--- src/rtl/adder_pkg.sv ---
// Shared constants for the pipelined carry-lookahead adder.
package adder_pkg;

    localparam int WIDTH       = 16;
    localparam int SLICE_W     = 4;
    localparam int N_SLICES    = WIDTH / SLICE_W;
    localparam int ADD_LATENCY = 4;

endpackage

--- src/rtl/cla_4bit.sv ---
// 4-bit carry-lookahead slice; all carries flattened to two logic levels.
module cla_4bit
    import adder_pkg::*;
(
    input  logic [SLICE_W-1:0] x,
    input  logic [SLICE_W-1:0] y,
    input  logic               cin,
    output logic [SLICE_W-1:0] s,
    output logic               cout
);

    logic [SLICE_W-1:0] g;
    logic [SLICE_W-1:0] pr;
    logic [SLICE_W:0]   c;

    assign g  = x & y;
    assign pr = x ^ y;

    assign c[0] = cin;
    assign c[1] = g[0] | (pr[0] & cin);
    assign c[2] = g[1] | (pr[1] & g[0]) | (pr[1] & pr[0] & cin);
    assign c[3] = g[2] | (pr[2] & g[1]) | (pr[2] & pr[1] & g[0])
                | (pr[2] & pr[1] & pr[0] & cin);
    assign c[4] = g[3] | (pr[3] & g[2]) | (pr[3] & pr[2] & g[1])
                | (pr[3] & pr[2] & pr[1] & g[0])
                | (pr[3] & pr[2] & pr[1] & pr[0] & cin);

    assign s    = pr ^ c[SLICE_W-1:0];
    assign cout = c[SLICE_W];

endmodule

--- src/rtl/adder_32bit.sv ---
// 16-bit adder, one 4-bit lookahead slice per stage; operands are skewed
// in and finished sum nibbles deskewed so each result leaves with its carry.
module adder_32bit
    import adder_pkg::*;
(
    input  logic             clk,
    input  logic             rst,
    input  logic             carryin,
    input  logic [WIDTH-1:0] a,
    input  logic [WIDTH-1:0] d,
    output logic [WIDTH-1:0] p,
    output logic             carryout
);

    logic [SLICE_W-1:0] n0_s, n1_s, n2_s, n3_s;
    logic               n0_c, n1_c, n2_c, n3_c;

    logic [SLICE_W-1:0]         s1_sum;
    logic                       s1_c;
    logic [WIDTH-SLICE_W-1:0]   s1_a, s1_d;

    logic [2*SLICE_W-1:0]       s2_sum;
    logic                       s2_c;
    logic [WIDTH-2*SLICE_W-1:0] s2_a, s2_d;

    logic [3*SLICE_W-1:0]       s3_sum;
    logic                       s3_c;
    logic [SLICE_W-1:0]         s3_a, s3_d;

    cla_4bit u_cla0 (
        .x    (a[SLICE_W-1:0]),
        .y    (d[SLICE_W-1:0]),
        .cin  (carryin),
        .s    (n0_s),
        .cout (n0_c)
    );

    cla_4bit u_cla1 (
        .x    (s1_a[SLICE_W-1:0]),
        .y    (s1_d[SLICE_W-1:0]),
        .cin  (s1_c),
        .s    (n1_s),
        .cout (n1_c)
    );

    cla_4bit u_cla2 (
        .x    (s2_a[SLICE_W-1:0]),
        .y    (s2_d[SLICE_W-1:0]),
        .cin  (s2_c),
        .s    (n2_s),
        .cout (n2_c)
    );

    cla_4bit u_cla3 (
        .x    (s3_a),
        .y    (s3_d),
        .cin  (s3_c),
        .s    (n3_s),
        .cout (n3_c)
    );

    always_ff @(posedge clk) begin
        if (rst) begin
            s1_sum   <= '0;
            s1_c     <= 1'b0;
            s1_a     <= '0;
            s1_d     <= '0;
            s2_sum   <= '0;
            s2_c     <= 1'b0;
            s2_a     <= '0;
            s2_d     <= '0;
            s3_sum   <= '0;
            s3_c     <= 1'b0;
            s3_a     <= '0;
            s3_d     <= '0;
            p        <= '0;
            carryout <= 1'b0;
        end else begin
            s1_sum   <= n0_s;
            s1_c     <= n0_c;
            s1_a     <= a[WIDTH-1:SLICE_W];
            s1_d     <= d[WIDTH-1:SLICE_W];
            s2_sum   <= {n1_s, s1_sum};
            s2_c     <= n1_c;
            s2_a     <= s1_a[WIDTH-SLICE_W-1:SLICE_W];
            s2_d     <= s1_d[WIDTH-SLICE_W-1:SLICE_W];
            s3_sum   <= {n2_s, s2_sum};
            s3_c     <= n2_c;
            s3_a     <= s2_a[WIDTH-2*SLICE_W-1:SLICE_W];
            s3_d     <= s2_d[WIDTH-2*SLICE_W-1:SLICE_W];
            p        <= {n3_s, s3_sum};
            carryout <= n3_c;
        end
    end

endmodule

--- config.mk ---
export PLATFORM = sky130hd
export DESIGN_NAME = adder_32bit
export DESIGN_NICKNAME = d
export VERILOG_FILES = /design/src/rtl/adder_pkg.sv /design/src/rtl/cla_4bit.sv /design/src/rtl/adder_32bit.sv
export SDC_FILE = /design/constraint.sdc
export NUM_CORES = 1
export LEC_CHECK = 0
export BUFFER_PORTS_ARGS = -buffer_cell sky130_fd_sc_hd__buf_4
export CORE_UTILIZATION = 55
export DETAILED_ROUTE_END_ITERATION = 6
export GPL_ROUTABILITY_DRIVEN = 0
export HOLD_SLACK_MARGIN = 0.05
export PLACE_DENSITY = 0.89
export SLEW_MARGIN = 20
export SYNTH_ARGS = -nofsm -noshare
export SYNTH_HDL_FRONTEND = slang
export SYNTH_SLANG_ARGS = --single-unit
--- constraint.sdc ---
create_clock -name clk -period 3.06 [get_ports clk]
set_input_delay 0.306 -clock clk [delete_from_list [all_inputs] [get_ports clk]]
set_output_delay 0.306 -clock clk [all_outputs]
set_load 0.02 [all_outputs]
==> results.py <==
metrics = {
    "floorplanning": {
        "die_h_microns": 76.9,
        "die_area_sq_mm": 0.00592,
        "core_sq_mm": 0.00527,
        "rows": 26,
        "top_level_ports": 52,
        "die_w_microns": 76.9,
        "start_util_pct": 58.6,
    },
    "clocking": {
        "root_buffer": "clkbuf_8",
        "cts_buffers": 9,
        "cts_hold_buf": 0,
        "cts_resized": 0,
        "path_clk_slew_ns": 0.09,
        "clockBufferDepth": 2,
        "cts_sinks": 92,
        "post-cts-setup-buffer-count": 0,
        "cts_tree": "yes",
        "insertion_delay_ns": 0.34,
        "htreeDepth": 3,
    },
    "worst_setup_path": {
        "path_class": "reg2reg",
        "worstSetupStartpoint": "s2_a[0]",
        "crit_required_ns": 3.34,
        "arrival_ns": 1.72,
        "cp-end-kind": "register",
        "worstReg2RegEnd": "s3_sum[11]",
        "setup.worst_path.start_class": "register",
        "r2r_start": "s2_a[0]",
        "regToRegSetupSlack_ns": 1.62,
        "reg2reg_depth": 4,
        "worst-path-max-fanout": 2,
    },
    "logic_synthesis": {
        "ys_types": 26,
        "synth_nets": 319,
        "synth_top_cell_by_area": "dfxtp_1",
        "async_reset_ff_share_pct": 0,
        "synth.avg_cell_area_sq_um": 11.7,
        "synthCells": 264,
        "synth-main-ff-cell": "dfxtp_1",
        "netlist_top_cells_area": "dfxtp_1, nor2b_1, ha_1",
        "yosys.cell_count.top_type": "dfxtp_1",
        "synth_top_area_share_pct": 59.7,
        "ys_seq_area_share_pct": 59.7,
        "yosys-top-cells-count": "dfxtp_1, nor2b_1, ha_1, inv_1, and2b_1",
        "ys_warn_count": 0,
        "ys_ff_latch": 92,
        "syn_area_sq_mm": 0.00309,
        "synth_edf_count": 0,
    },
    "global_route": {
        "grt_use_met1_pct": 17.6,
        "grt_use_met2_pct": 30.2,
        "grt_max_degree": 97,
        "grt_pass1_wl_microns": 7500,
        "groute.layer.met3.usage_pct": 5.48,
        "grt_pass1_vias": 1741,
        "antenna_found_initial": 0,
        "top_usage_layer": "met2",
        "grt-ovfl-total": 0,
        "grt_usage_pct": 16.9,
    },
    "detailed_routing": {
        "drc": 0,
        "drtIter0Drc": 64,
        "vias": 1813,
        "drtPass1Iterations": 4,
        "ant_nets": 0,
        "wl_per_cell_microns": 11.5,
        "via_per_inst": 4.64,
        "routed_wl_microns": 4490,
    },
    "place": {
        "dp_hpwl_microns": 2900,
        "portBuffers": 51,
        "place_area_sq_mm": 0.00350,
        "pre_cts_slack_ns": 1.57,
    },
    "cells_and_area": {
        "antenna_cells": 0,
        "final_nets": 371,
        "finish.instance_area_sq_mm": 0.00374,
        "drive_above_1_share_pct": 23.7,
        "area_growth_pct": 21.0,
    },
    "run": {
        "maxCapViolCount": 0,
    },
    "power_and_ir_drop": {
        "ir_drop_uv": 425,
        "p_per_area_mw_per_mm2": 629,
        "power.total_mw": 2.35,
        "leakage_nw": 1.71,
    },
    "sta": {
        "slew_violations": 0,
        "fin_crit_ns": 1.44,
        "rsz0062_at_grt": "no",
        "tns_ns": 0,
        "setup_violations": 0,
        "slew_headroom_pct": 44.5,
        "skew_ns": 0.0100,
        "worst_slack_ns": 1.62,
        "max_freq_mhz": 694,
        "worstMarginPinSlew_ns": 0.832,
        "period_share_pct": 47.1,
        "holdWs_ns": 0.168,
        "hold_violations": 0,
    },
    "min_path": {
        "hold_end": "s1_d[6]",
        "min-delay-start": "d[10]",
        "hp-class": "in2reg",
        "min_path_cells": 2,
    },
    "status": {
        "status": "completed",
    },
}
metrics by stage:
step / cells / utilization [%]
after floorplan: 264 / -
after global placement: 375 / 66.5
after detailed placement: 375 / 66.5
after CTS: 391 / 70.9
after global routing: 391 / 70.9
final: 391 / 70.9
layout make-up:
type,count,area (sq um)
Fill cell,395,1530
Clock buffer,11,151
Inverter,16,60.1
Timing Repair Buffer,51,383
Sequential cell,92,1840
Clock inverter,5,81.3
Multi-Input combinational cell,146,1130
Tap cell,70,87.6
placed cells by master, fill, tap and decap left out, drive strengths merged:
cell and instances:
o22ai 4, o21ai 2, nand2b 4, a21oi 2, xor2 4, o21ba 2, ha 16, a211o 2
dfxtp 92, bufinv 2, nor3 2, clkbuf 11, nor2 10, nor2b 60, a211oi 8, or2 4
a21o 4, and2b 12, clkinvlp 1, o21a 2, fa 4, buf 51, clkinv 1, mux2i 4
inv 17
how the worst max path moves through the flow:
| stage | slack [ns] | cells after the start | end |
|---|---|---|---|
| finish | 1.62 | 4 | s3_sum[11] |
| CTS | 1.61 | 4 | s3_sum[11] |
| detailed placement | 1.57 | 5 | s1_sum[3] |
| floorplan | 1.76 | 4 | s1_sum[3] |
| global route | 1.52 | 4 | s2_sum[7] |
| global placement | 1.62 | 5 | s1_sum[3] |
per-layer routing:
layer,share of wire [%],up-vias
li1,-,946
met1,42,821
met2,53,40
met3,3.5,6
met4,1.5,0
met5,0,-
critical path: stages (launching register included):
cell	delay, ns
dfxtp_1	0.33
ha_1	0.32
a211oi_1	0.33
o21ba_2	0.23
mux2i_1	0.17
state kept, by name (all words and copies together), names as in the netlist:
name and flops:
s1_sum 4, p 16, s1_a 12, s2_a 8, s1_d 12, s3_a 4, s3_d 4, s2_sum 8
carryout 1, s3_sum 12, s3_c 1, s1_c 1, s2_d 8, s2_c 1
power breakdown:
group	internal (mW)	leakage (nW)	switching [mW]	total [mW]
logic	0.0967	0.836	0.0805	0.177
registers	1.26	0.757	0.0159	1.27
clock network	0.506	0.116	0.393	0.899
total	1.86	1.71	0.489	2.35
cell families (layout without fill, tap and decap cells):
group | Yosys count | count (layout) | synth area share, %
flip-flops | 92 | 92 | 59.7
AND/OR/NAND/NOR | 92 | 92 | 18.2
AO/OA/AOI/OAI | 26 | 26 | 6.89
buffers and inverters | 26 | 83 | 3.69
adder cells (fa/ha/maj) | 20 | 20 | 9.08
XOR/XNOR | 4 | 4 | 1.13
multiplexers | 4 | 4 | 1.30
Power figures use the tool's default switching activity.
